## src/rtl/bus_router_n_if.sv

```systemverilog
// Master-side and slave-side signal bundle for bus_router_n.
// The router takes the slave modport; the environment takes the master modport.
interface bus_router_n_if #(
    parameter int NUM_SLAVES = 4,
    parameter int SEL_W      = 2,
    parameter int ADDR_W     = 16,
    parameter int DATA_W     = 16
);
    localparam int SLV_AW = ADDR_W - SEL_W;

    logic                         m_sel;
    logic                         m_enable;
    logic                         m_wr;
    logic [ADDR_W-1:0]            m_addr;
    logic [DATA_W-1:0]            m_wdata;
    logic [DATA_W-1:0]            m_rdata;
    logic                         m_ready;
    logic                         m_err;
    logic [NUM_SLAVES-1:0]        s_sel;
    logic [NUM_SLAVES-1:0]        s_enable;
    logic                         s_wr;
    logic [SLV_AW-1:0]            s_addr;
    logic [DATA_W-1:0]            s_wdata;
    logic [NUM_SLAVES*DATA_W-1:0] s_rdata;
    logic [NUM_SLAVES-1:0]        s_ready;

    modport slave (
        input  m_sel, m_enable, m_wr, m_addr, m_wdata,
        input  s_rdata, s_ready,
        output m_rdata, m_ready, m_err,
        output s_sel, s_enable, s_wr, s_addr, s_wdata
    );

    modport master (
        output m_sel, m_enable, m_wr, m_addr, m_wdata,
        output s_rdata, s_ready,
        input  m_rdata, m_ready, m_err,
        input  s_sel, s_enable, s_wr, s_addr, s_wdata
    );
endinterface

```

## src/rtl/bus_router_n.sv

```systemverilog
// Setup/access router from one master to NUM_SLAVES slaves with timeout and decode error.
// Define BUS_ROUTER_ERR_CNT_EN to add the saturating err_cnt output.
module bus_router_n #(
    parameter int NUM_SLAVES  = 4,
    parameter int SEL_W       = 2,
    parameter int ADDR_W      = 16,
    parameter int DATA_W      = 16,
    parameter int TIMEOUT_CYC = 15
) (
    input  logic               clk,
    input  logic               rst_n,
    bus_router_n_if.slave      bus
`ifdef BUS_ROUTER_ERR_CNT_EN
    ,
    output logic [7:0]         err_cnt
`endif
);
    localparam int SLV_AW = ADDR_W - SEL_W;
    localparam int CNT_W  = (TIMEOUT_CYC > 0) ? $clog2(TIMEOUT_CYC + 1) : 1;
    localparam logic [CNT_W-1:0] TO_LAST =
        CNT_W'((TIMEOUT_CYC > 0) ? TIMEOUT_CYC - 1 : 0);
    localparam logic [SEL_W:0] NS_L = (SEL_W + 1)'(NUM_SLAVES);
    localparam logic [NUM_SLAVES-1:0] ONE = NUM_SLAVES'(1);

    typedef enum logic [1:0] {IDLE, SETUP, ACCESS, RESP} state_t;

    state_t                state_q, state_d;
    logic [CNT_W-1:0]      cnt_q, cnt_d;
    logic                  wr_q, wr_d;
    logic [SLV_AW-1:0]     addr_q, addr_d;
    logic [DATA_W-1:0]     wdata_q, wdata_d;
    logic [DATA_W-1:0]     rdata_q, rdata_d;
    logic                  ready_q, ready_d;
    logic                  err_q, err_d;
    logic [NUM_SLAVES-1:0] sel_q, sel_d;
    logic [NUM_SLAVES-1:0] en_q, en_d;

    logic [SEL_W-1:0]      m_idx;
    logic [DATA_W-1:0]     sel_rdata;
    logic                  slave_rdy;
    logic                  timeout;

    assign m_idx     = bus.m_addr[ADDR_W-1 -: SEL_W];
    // en_q is only non-zero in ACCESS, so other slaves' ready is masked off
    assign slave_rdy = |(bus.s_ready & en_q);
    assign timeout   = (TIMEOUT_CYC != 0) && (cnt_q == TO_LAST);

    always_comb begin
        sel_rdata = '0;
        for (int i = 0; i < NUM_SLAVES; i++) begin
            if (sel_q[i]) sel_rdata = bus.s_rdata[i*DATA_W +: DATA_W];
        end
    end

    always_comb begin
        state_d = state_q;
        cnt_d   = cnt_q;
        wr_d    = wr_q;
        addr_d  = addr_q;
        wdata_d = wdata_q;
        rdata_d = rdata_q;
        ready_d = 1'b0;
        err_d   = 1'b0;
        sel_d   = sel_q;
        en_d    = en_q;
        unique case (state_q)
            IDLE: begin
                if (bus.m_sel && !bus.m_enable) begin
                    wr_d   = bus.m_wr;
                    addr_d = bus.m_addr[SLV_AW-1:0];
                    if (bus.m_wr) wdata_d = bus.m_wdata;
                    if ({1'b0, m_idx} < NS_L) begin
                        state_d = SETUP;
                        sel_d   = ONE << m_idx;
                    end else begin
                        state_d = RESP;
                        ready_d = 1'b1;
                        err_d   = 1'b1;
                        if (!bus.m_wr) rdata_d = '0;
                    end
                end
            end
            SETUP: begin
                state_d = ACCESS;
                cnt_d   = '0;
                en_d    = sel_q;
            end
            ACCESS: begin
                if (slave_rdy) begin
                    state_d = RESP;
                    ready_d = 1'b1;
                    sel_d   = '0;
                    en_d    = '0;
                    if (!wr_q) rdata_d = sel_rdata;
                end else if (timeout) begin
                    state_d = RESP;
                    ready_d = 1'b1;
                    err_d   = 1'b1;
                    sel_d   = '0;
                    en_d    = '0;
                    if (!wr_q) rdata_d = '0;
                end else begin
                    cnt_d = cnt_q + 1'b1;
                end
            end
            RESP: state_d = IDLE;
            default: state_d = IDLE;
        endcase
    end

    always_ff @(posedge clk or negedge rst_n) begin
        if (!rst_n) begin
            state_q <= IDLE;
            cnt_q   <= '0;
            wr_q    <= 1'b0;
            addr_q  <= '0;
            wdata_q <= '0;
            rdata_q <= '0;
            ready_q <= 1'b0;
            err_q   <= 1'b0;
            sel_q   <= '0;
            en_q    <= '0;
        end else begin
            state_q <= state_d;
            cnt_q   <= cnt_d;
            wr_q    <= wr_d;
            addr_q  <= addr_d;
            wdata_q <= wdata_d;
            rdata_q <= rdata_d;
            ready_q <= ready_d;
            err_q   <= err_d;
            sel_q   <= sel_d;
            en_q    <= en_d;
        end
    end

    assign bus.m_rdata  = rdata_q;
    assign bus.m_ready  = ready_q;
    assign bus.m_err    = err_q;
    assign bus.s_sel    = sel_q;
    assign bus.s_enable = en_q;
    assign bus.s_wr     = wr_q;
    assign bus.s_addr   = addr_q;
    assign bus.s_wdata  = wdata_q;

`ifdef BUS_ROUTER_ERR_CNT_EN
    always_ff @(posedge clk or negedge rst_n) begin
        if (!rst_n) begin
            err_cnt <= '0;
        end else if (state_q == RESP && err_q && err_cnt != 8'hFF) begin
            err_cnt <= err_cnt + 8'd1;
        end
    end
`endif
endmodule

```

## src/flat_wrapper.sv

```systemverilog
// flat-port wrapper written by rule: the top's interface ports become plain ports
module bus_router_n_flat 
#(
    parameter int NUM_SLAVES  = 4,
    parameter int SEL_W       = 2,
    parameter int ADDR_W      = 16,
    parameter int DATA_W      = 16,
    parameter int TIMEOUT_CYC = 15
)
  (clk, rst_n, bus_m_sel, bus_m_enable, bus_m_wr, bus_m_addr, bus_m_wdata, bus_s_rdata, bus_s_ready, bus_m_rdata, bus_m_ready, bus_m_err, bus_s_sel, bus_s_enable, bus_s_wr, bus_s_addr, bus_s_wdata);
  bus_router_n_if #(.NUM_SLAVES(NUM_SLAVES), .SEL_W(SEL_W), .ADDR_W(ADDR_W), .DATA_W(DATA_W)) bus_i ();
  input  logic clk;
  input  logic rst_n;
  input wire logic [$bits(bus_i.m_sel)-1:0] bus_m_sel;
  input wire logic [$bits(bus_i.m_enable)-1:0] bus_m_enable;
  input wire logic [$bits(bus_i.m_wr)-1:0] bus_m_wr;
  input wire logic [$bits(bus_i.m_addr)-1:0] bus_m_addr;
  input wire logic [$bits(bus_i.m_wdata)-1:0] bus_m_wdata;
  input wire logic [$bits(bus_i.s_rdata)-1:0] bus_s_rdata;
  input wire logic [$bits(bus_i.s_ready)-1:0] bus_s_ready;
  output wire logic [$bits(bus_i.m_rdata)-1:0] bus_m_rdata;
  output wire logic [$bits(bus_i.m_ready)-1:0] bus_m_ready;
  output wire logic [$bits(bus_i.m_err)-1:0] bus_m_err;
  output wire logic [$bits(bus_i.s_sel)-1:0] bus_s_sel;
  output wire logic [$bits(bus_i.s_enable)-1:0] bus_s_enable;
  output wire logic [$bits(bus_i.s_wr)-1:0] bus_s_wr;
  output wire logic [$bits(bus_i.s_addr)-1:0] bus_s_addr;
  output wire logic [$bits(bus_i.s_wdata)-1:0] bus_s_wdata;
  assign bus_i.m_sel = bus_m_sel;
  assign bus_i.m_enable = bus_m_enable;
  assign bus_i.m_wr = bus_m_wr;
  assign bus_i.m_addr = bus_m_addr;
  assign bus_i.m_wdata = bus_m_wdata;
  assign bus_i.s_rdata = bus_s_rdata;
  assign bus_i.s_ready = bus_s_ready;
  assign bus_m_rdata = bus_i.m_rdata;
  assign bus_m_ready = bus_i.m_ready;
  assign bus_m_err = bus_i.m_err;
  assign bus_s_sel = bus_i.s_sel;
  assign bus_s_enable = bus_i.s_enable;
  assign bus_s_wr = bus_i.s_wr;
  assign bus_s_addr = bus_i.s_addr;
  assign bus_s_wdata = bus_i.s_wdata;
  bus_router_n #(.NUM_SLAVES(NUM_SLAVES), .SEL_W(SEL_W), .ADDR_W(ADDR_W), .DATA_W(DATA_W), .TIMEOUT_CYC(TIMEOUT_CYC)) u_core (.clk(clk), .rst_n(rst_n), .bus(bus_i));
endmodule
```

## config.mk

```make
export PLATFORM = sky130hd
export DESIGN_NAME = bus_router_n_flat
export DESIGN_NICKNAME = d
export VERILOG_FILES = /design/src/rtl/bus_router_n_if.sv /design/src/rtl/bus_router_n.sv /design/src/flat_wrapper.sv
export SDC_FILE = /design/constraint.sdc
export NUM_CORES = 1
export LEC_CHECK = 0
export ABC_AREA = 1
export ABC_CLOCK_PERIOD_IN_PS = 1300
export CORE_AREA = 5 5 104 106
export CTS_BUF_LIST = sky130_fd_sc_hd__clkbuf_2 sky130_fd_sc_hd__clkbuf_4 sky130_fd_sc_hd__clkbuf_8
export CTS_CLUSTER_SIZE = 25
export DETAILED_ROUTE_END_ITERATION = 10
export DIE_AREA = 0 0 109 111
export PLACE_DENSITY_LB_ADDON = 0.15
export SLEW_MARGIN = 40
export SYNTH_ARGS = -nofsm -noshare
export SYNTH_HDL_FRONTEND = slang
export SYNTH_SLANG_ARGS = --single-unit
```

## constraint.sdc

```tcl
create_clock -name clk -period 1.3 [get_ports clk]
set_clock_uncertainty 0.05 [all_clocks]
set_input_delay 0.26 -clock clk [delete_from_list [all_inputs] [get_ports clk]]
set_output_delay 0.26 -clock clk [all_outputs]
set_load 0.005 [all_outputs]
```

== Word-level counts from Yosys, hierarchy flattened ==
Cells that the tools add are included.

* Div/mod/pow operators: 0
* Magnitude comparators: 0
* Reduce and logical (&&, ||, !) cells: 14
* Shifts and indexed selects: 1
* Bitwise operators: 2
* Equality and inequality tests: 8
* $mul: 0
* Mux-type cells: 25
* $add $sub $neg: 1

{| class="wikitable"
|+ Operator list
! operator !! count
|-
| 16-bit two-way mux || 8
|-
| 4-bit one-hot mux with 2 select lines || 3
|-
| 4-bit two-way mux || 5
|-
| 3-bit AND reduction || 4
|-
| 2-bit one-hot mux with 4 select lines || 1
|-
| 2-bit two-way mux || 3
|-
| 2-bit AND reduction || 3
|-
| 2-bit nonzero test || 3
|-
| 1-bit two-way mux || 5
|-
| 4-bit by 1-bit adder with 4-bit output, second input constant || 1
|-
| 4-bit AND || 1
|-
| 2-bit equality test, second input constant || 2
|-
| 4-bit equality test, second input constant || 1
|-
| 2-bit != test, second input constant || 2
|-
| 4-bit OR reduction || 1
|-
| 1-bit by 2-bit << shifter with 4-bit output, first input constant || 1
|-
| 3-bit by 1-bit != test with 1-bit output, second input constant || 1
|-
| 2-bit by 1-bit equality test with 1-bit output, second input constant || 1
|-
| 2-bit logical NOT || 1
|-
| 2-bit by 1-bit != test with 1-bit output, second input constant || 1
|-
| 1-bit logical AND || 1
|-
| 1-bit logical NOT || 1
|-
| 1-bit NOT || 1
|}

* Bits of input ports: 105
* Memory bits (read-only): 0
* Flip-flop bits (word level): 63
* RAM bits: 0
* Latch bits: 0
* Logic and storage cells: 61
* Memories: 0

== Depth between registers and ports, before layout ==
Gate-level depths: netlist of run 1.

* Depth in word-level cells: 6
* Mapped depth: 9
* Depth with buffers taken out: 9

== Worst setup path after synthesis of run 1 ==
Ideal clock, no wire load.

* Kind: register -> register
* Start: reg u_core.state_q[0]
* End: reg u_core.rdata_q[0] (netlist: u_core.bus.m_rdata[0])
* Path slack: -127 ps
* Required time: 1,185 ps
* Buffers on the path: 2
* Data arrival time: 1,312 ps
* Setup time: 65 ps
* Stages on the path, launching flop included: 9
* Cell sequence: dfrtp_1 -> inv_1 -> ha_1 -> buf_6 -> inv_4 -> nor3_4 -> buf_6 -> nand2_1 -> nand2_1

* Longest elaborated chain between the ends: 2

{| class="wikitable"
|+ RTL lines
! what !! RTL line !! source
|-
| start, declared || bus_router_n.sv:27 || <nowiki>state_t state_q, state_d;</nowiki>
|-
| start signal, assigned || bus_router_n.sv:124 || <nowiki>state_q <= state_d;</nowiki>
|-
| 2-bit equality test || bus_router_n.sv:66 || <nowiki>unique case (state_q)</nowiki>
|-
| 3-bit AND reduction (no line) || - ||
|-
| end signal, assigned || bus_router_n.sv:129 || <nowiki>rdata_q <= rdata_d;</nowiki>
|-
| end, declared || bus_router_n.sv:32 || <nowiki>logic [DATA_W-1:0] rdata_q, rdata_d;</nowiki>
|}

No other way between the ends.
A chain may end at the register's enable or synchronous reset.

== Worst setup path in the final report of run 1 ==
* Start: reg u_core.en_q[2] (netlist: u_core.bus.s_enable[2])
* End: reg u_core.rdata_q[0] (netlist: u_core.bus.m_rdata[0])

* Longest elaborated chain between the ends: 4

{| class="wikitable"
|+ RTL lines
! what !! RTL line !! source
|-
| start, declared || bus_router_n.sv:36 || <nowiki>logic [NUM_SLAVES-1:0] en_q, en_d;</nowiki>
|-
| start signal, assigned || bus_router_n.sv:133 || <nowiki>en_q <= en_d;</nowiki>
|-
| 4-bit AND (*) || bus_router_n.sv:45 || <nowiki>assign slave_rdy = |(bus.s_ready & en_q);</nowiki>
|-
| 4-bit OR reduction (*) || bus_router_n.sv:45 ||
|-
| 2-bit nonzero test (no line) || - ||
|-
| 3-bit AND reduction (no line) || - ||
|}

Every way passes the cells marked *; elsewhere a longest branch is shown, timed or not.

==> impl_results.md, run 1 <==
* Critical path peak fanout at 8
* GRT Overall Usage at 18.7%
* Critical path launch point: u_core.bus.s_enable[2]
* Largest net degree at the start of global routing at 64
* Post-route insts no fill at 808
* Mapped cell area at 3300 µm²
* Core ar. at 9680 µm²
* Gate power share at a little over half
* Yosys top cell area share at approximately 48%
* Die area at 12100 µm²
* Slew Limit Fails at 0
* Flops & latches, synth at 63
* CTS tree: done
* CP Depth at 9
* Crit Path Category: flip-flop to flip-flop
* CTS buffer count at 9
* Synth Area in XOR/XNOR at 0%
* Final Setup Violations at 45
* Commonest non-fill, non-tap cells in the layout: nand2_1, clkdlybuf4s50_1, dfrtp_1, buf_4, nand2_2
* Synth Area per Inst at 7.30 µm²
* Initial DRT Pass Iterations at 5
* Synth top area cells: dfrtp_1, nand2_1, nand3_1
* Clk_lat worst skew at 0.34 ns
* Post-synthesis mux area share at 0%
* Area share of fa/ha/maj cells after synthesis at 1.90%
* Dpl ws at -0.348 ns
* Yosys warns at 0
* Initial antenna violation count at 0
* Post-DR wirelength/cell at approximately 15 µm
* Hold WC Path Type: primary input to asynchronous set/reset pin
* First-pass GRT wire length at 18.0 mm
* CP Launch Type: flip-flop
* Largest buffer count on any clock path at 2
* Fin worst setup slack at -0.142 ns
* Internal at 6980 µW
* H-tree depth at 3
* Num Clock Sinks at 63
* # rows at 36
* Setup repair after global routing missed its margin: yes
* Dpl cells at 754
* Clk pwr share at 17.4%
* Max-slew headroom at slightly below 70%
* Total gr overflow at 0
* Die Span Y at roughly 110 µm
* Worst path bufs/invs at 3
* Placer Congestion at slightly below 0.8
* Layout area overhead at 84.9%
* Setup slack, reg-to-reg at -0.14 ns
* Total power after layout at 11200 µW
* Cell area power density at 1840 nW/µm²
* Leak Pwr at around 0.0031 µW
* Largest family of logic cells by synthesized area: simple AND/OR/NAND/NOR gates
* CP Capture Type: flip-flop
* Setup TNS at -3.16 ns
* Cells on worst reg2reg path at 9
* Io pins at 162
* Tightest Pin Transition at 0.465 ns
* R2r endpoint: u_core.bus.m_rdata[0]
* Hold Fails Final Rpt at 0
* Sw Pwr at 4240 µW
* Leading area contributor after synthesis: dfrtp_1
* # port buffers at 161
* Minimum clock period at 1.44 ns
* Crit path DAT at 1.67 ns
* Final Routed Wirelength at 11.8 mm
* Nets at a little under 800
* Final Cycle Share at 111%
* Sw Share at 37.8%
* Worst path top cell family by delay: simple AND/OR/NAND/NOR gates
* CP Data Required Time at ~1.5 ns
* Root Driver: clkbuf_8
* Outcome: finished with violations
* Post-Syn Instances at roughly 450
* Complex-gate fraction of the synthesized area at 6.37%
* Maximum vdd drop at approximately 0.0011 V
* Vias in the first global route at 3625
* CP Capture Point: u_core.bus.m_rdata[0]
* Post-Syn Nets at 562
* Count of cell types in the netlist at 21
* Max incr delay on CP at 0.36 ns
* Starting Density at 34.1%
* Vias per cell at 4.59
* Failing checks: negative setup slack
* Clock slew at the register clock pins of the worst setup and hold paths at 0.07 ns
* Post-DP HPWL at 8.02 mm
* Layout cells sized above 1 at approximately 31%
* CP Cell Sequence: buf_6 > nand2_4 > nand2_4 > nor2_4 > buf_12 > nor3_4 > buf_6 > nand2_2 > nand2_2
* Most common cell after layout, fill and taps aside: nand2_1
* Starting DRT DRC Count at 261
* Diode count at 0
* Vias after detailed routing at roughly 3.7k
* MaxCap Viol Count at 0
* Crit path max-delay cell type: dfrtp_1
* Fmax at 0.693 GHz
* Drc violations at 0
* Worst r2r src: u_core.bus.s_enable[2]
* Die width at approximately 110 µm
* Sequential share of the synthesized area at 47.8%
* Post-route ant nets at 0
* Seq pwr share at slightly below 30%
* Simple-gate share of the synthesized area at 35.7%
synthesized netlist by cell type (all sizes together):
cell type  instances
nand2            216
dfrtp             63
nand3             43
inv               35
a21oi             33
nor2              22
buf               18
o21ai              9
ha                 5
clkbuf             3
nand4              2
nor3               2
or2                1
area by class of cell:
class | count | area (µm²)
fill | 819 | 3580
timing repair buffer | 227 | 2150
multi-input combinational | 334 | 1830
sequential | 63 | 1580
tap | 133 | 166
inverter | 35 | 149
clock buffer | 10 | 138
clock inverter | 6 | 92.6
worst register-to-register path, cell delays in order (launching register included):
cell and delay (ns):
dfrtp_1 0.36, buf_6 0.12, nand2_4 0.04, nand2_4 0.09, nor2_4 0.05, buf_12 0.12
nor3_4 0.22, buf_6 0.20, nand2_2 0.08, nand2_2 0.05
through the flow:
stage | instance area (µm²) | hold WS, ns | util (%)
after floorplan | 3340 | -0.0856 | -
after global placement | 5260 | 0.251 | 54.3
after detailed placement | 5260 | 0.251 | 54.3
after CTS | 5870 | 0.379 | 60.6
after global routing | 6100 | 0.394 | 63.0
final | 6100 | 0.409 | 63.0
registers in the layout, summed over array words and instances, names as in the netlist:
name and cells:
u_core.bus.m_ready 1, u_core.bus.m_err 1, u_core.bus.s_wdata 16, u_core.bus.s_addr 14, u_core.cnt_q 4, u_core.bus.s_wr 1, u_core.state_q 2, u_core.bus.s_enable 4
u_core.bus.s_sel 4, u_core.bus.m_rdata 16
power groups by stage:
stage | logic (µW) | clock network [µW] | registers, µW
2_1_floorplan | 2300 | 0 | 3300
3_3_place_gp | 5160 | 0 | 3300
3_5_place_dp | 5210 | 0 | 3310
4_1_cts | 5660 | 2000 | 3260
5_1_grt | 6610 | 2100 | 3370
6_report | 6000 | 1950 | 3270
per-layer routing:
| metal | up-vias | wire, µm | part of all wire (%) | global-route usage [%] |
|---|---|---|---|---|
| li1 | 1844 | - | - | - |
| met1 | 1700 | 4840 | 41 | 23.6 |
| met2 | 139 | 5810 | 49 | 31.0 |
| met3 | 22 | 931 | 7.9 | 4.89 |
| met4 | 0 | 259 | 2.2 | 5.56 |
| met5 | - | 0 | 0 | 0 |
cell families after synthesis:
| family | Yosys count |
|---|---|
| AO/OA/AOI/OAI | 42 |
| adder cells (fa/ha/maj) | 5 |
| buffers and inverters | 56 |
| flip-flops | 63 |
| AND/OR/NAND/NOR | 286 |
worst min-delay path by stage:
stage | start | end | slack, ns | cells past startpoint
floorplan | rst_n | u_core.bus.m_err | -0.09 | 0
global placement | rst_n | u_core.bus.m_rdata[9] | 0.25 | 2
detailed placement | rst_n | u_core.bus.m_rdata[9] | 0.25 | 2
CTS | bus_m_addr[0] | u_core.bus.s_addr[0] | 0.38 | 3
global route | bus_m_addr[8] | u_core.bus.s_addr[8] | 0.39 | 3
finish | rst_n | u_core.bus.m_rdata[9] | 0.41 | 3
what timing repair did:
item                                   4_1_cts  5_1_grt
setup endpoints to repair                  118       91
endpoints found under the hold margin       63        0
gates cloned                                 2        4
pin swaps                                   25       29
hold buffers                                 1        0
setup buffers                               25        9
gates resized for setup                    167       97
Note: power is estimated with default switching activity, not from simulation.
==> inputs of run 2 (changes only) <==
CORE_AREA = 4 4 99 101   (was 5 5 104 106)
DIE_AREA = 0 0 103 105   (was 0 0 109 111)
==> run 2 against run 1 <==
The flow still finishes with violations (negative setup slack). Design area rose by 0.10%. Global-route usage increased by 0.59 points. Final cell count decreased by 4.2%. Via count shrank 1.1%. Highest routed layer unchanged. Sequential share of layout area fell by 0.067 points. Clock power up 8%. Utilization up 4.7 points. Critical path type unchanged. Critical path depth shrank 2. Largest power group unchanged. Sequential cell count is the same. Power rose by 1.5%.
==> impl_results.md, run 2 (synthesized netlist as in run 1, its figures left out) <==
* Post-route ant nets at 0
* MaxCap Viol Count at 0
* Die Span Y at between 100 and 150 µm
* Placer Congestion at 0.843
* Io pins at ~160
* Dpl cells at 736
* Sw Pwr at 4160 µW
* Dpl ws at -0.384 ns
* Vias after detailed routing at ~3.7k
* CTS tree: done
* Setup repair after global routing missed its margin: yes
* Post-DR wirelength/cell at around 14 µm
* Largest buffer count on any clock path at 2
* Drc violations at 0
* Maximum vdd drop at 0.000854 V
* Vias in the first global route at 3512
* CP Launch Type: flip-flop
* Max-slew headroom at approximately three quarters
* Final instance area at ~6100 µm²
* Root Driver: clkbuf_8
* Total power after layout at 11400 µW
* Post-DP HPWL at 7.92 mm
* Worst r2r src: u_core.cnt_q[0]
* Crit Path Category: flip-flop to flip-flop
* Clock slew at the register clock pins of the worst setup and hold paths at about 0.070 ns
* Initial antenna violation count at 0
* Cell area power density at 1860 nW/µm²
* Internal at approximately 7200 µW
* Fmax at 0.724 GHz
* Dpl cell area at 5230 µm²
* Commonest non-fill, non-tap cells in the layout: nand2_1, clkdlybuf4s50_1, dfrtp_1, clkdlybuf4s15_1, buf_4
* GRT Overall Usage at 19.3%
* Total gr overflow at 0
* Final Routed Wirelength at around 11 mm
* Crit path max-delay cell type: dfrtp_1
* Starting Density at 36.6%
* Hold WC Path Type: primary input to flip-flop
* Critical path peak fanout at 4
* CP Depth at 7
* R2r endpoint: u_core.cnt_q[2]
* Largest net degree at the start of global routing at 64
* Die area at ~11000 µm²
* Cell count of the worst hold path at 3
* Max incr delay on CP at roughly 0.40 ns
* Final Setup Violations at 31
* Failing checks: negative setup slack
* H-tree depth at 3
* Final Cycle Share at 106%
* Starting DRT DRC Count at 138
* Hold path start: bus_m_addr[4]
* Initial DRT Pass Iterations at 4
* CP Cell Sequence: buf_4 > buf_6 > ha_4 > or2_4 > a21oi_2 > nand3_1 > nand2_1
* Sw Share at 36.5%
* Hold Fails Final Rpt at 0
* Layout cells sized above 1 at 24.7%
* Clk pwr share at 18.5%
* CP Capture Type: flip-flop
* Core ar. at 9020 µm²
* Diode count at 0
* Worst path bufs/invs at 2
* Tightest Pin Transition at about 0.37 ns
* WL met3 at about 900 µm
* Hold Path Sink: u_core.bus.s_addr[4]
* # port buffers at 161
* Top Metal Used: met4
* Slew Limit Fails at 0
* # rows at 35
* Vias per cell at between 4 and 5
* Nets at 769
* Most common cell after layout, fill and taps aside: nand2_1
* Post-route insts no fill at 774
* Fin worst setup slack at -0.0816 ns
* CP Data Required Time at 1.52 ns
* Met2 wire length at roughly 5.5 mm
* Num Clock Sinks at 63
* Minimum clock period at 1.38 ns
* Setup slack, reg-to-reg at -0.08 ns
* Die width at 103 µm
* Gate power share at 52.7%
* Outcome: finished with violations
* Clk_lat worst skew at 0.33 ns
* Seq pwr share at 28.8%
* Crit path DAT at around 1.6 ns
* Fillers at 739
* Layout area overhead at 85.1%
* Post-Route M1 WL at 4.55 mm
* First-pass GRT wire length at 16.8 mm
* Leak Pwr at 0.00304 µW
* Worst path top cell family by delay: flip-flops
* CTS buffer count at 9
* Cells on worst reg2reg path at 7
-- run 2: worst max path at each step --
stage / from / to
2_1_floorplan: u_core.cnt_q[0] / u_core.bus.m_rdata[0]
3_3_place_gp: bus_m_sel / u_core.bus.s_wdata[1]
3_5_place_dp: bus_m_sel / u_core.bus.s_wdata[1]
4_1_cts: u_core.cnt_q[0] / u_core.bus.s_sel[3]
5_1_grt: u_core.bus.s_enable[2] / u_core.bus.m_rdata[5]
6_report: u_core.cnt_q[0] / u_core.cnt_q[2]
-- run 2: cell type report --
| type | count | area, µm² | share of cell area [%] |
|---|---|---|---|
| Timing Repair Buffer | 216 | 2130 | 34.9 |
| Multi-Input combinational cell | 334 | 1860 | 30.5 |
| Sequential cell | 63 | 1580 | 25.8 |
| Clock buffer | 12 | 159 | 2.60 |
| Inverter | 35 | 151 | 2.48 |
| Tap cell | 111 | 139 | 2.27 |
| Clock inverter | 3 | 90.1 | 1.47 |
-- run 2: routing by layer --
layer,vias up,track usage [%]
li1,1819,-
met1,1679,24.4
met2,140,31.6
met3,25,4.21
met4,0,7.59
met5,-,0
-- run 2: worst register-to-register path: cells and delay by family, from the launching register on --
kind	cells	cell delay (ns)
fa+ha+maj	1	0.15
simple gates	3	0.36
flops	1	0.40
compound gates	1	0.11
buf+inv	2	0.26
-- run 2: power by group through the flow --
stage	sequential (µW)	combinational, µW	clock (µW)
3_5_place_dp	3290	5200	0
4_1_cts	3270	5340	2160
3_3_place_gp	3280	5100	0
5_1_grt	3380	6630	2230
2_1_floorplan	3300	2300	0
6_report	3280	6010	2110
-- run 2: stage by stage --
stage | hold WS, ns | setup TNS, ns | utilization, %
after floorplan | -0.0856 | -0.345 | -
after global placement | 0.254 | -19.07 | 58.0
after detailed placement | 0.258 | -20.18 | 58.0
after CTS | 0.386 | -0.558 | 63.3
after global routing | 0.417 | -5.47 | 67.7
final | 0.420 | -1.10 | 67.7
-- run 2: timing repair --
| action | 4_1_cts | 5_1_grt |
|---|---|---|
| hold buffers | 1 | 0 |
| cloned | 0 | 3 |
| resized for setup | 139 | 102 |
| setup buffers | 15 | 4 |
| pin swaps | 11 | 24 |
| endpoints found under the hold margin | 63 | 0 |
| endpoints found under the setup margin | 118 | 70 |
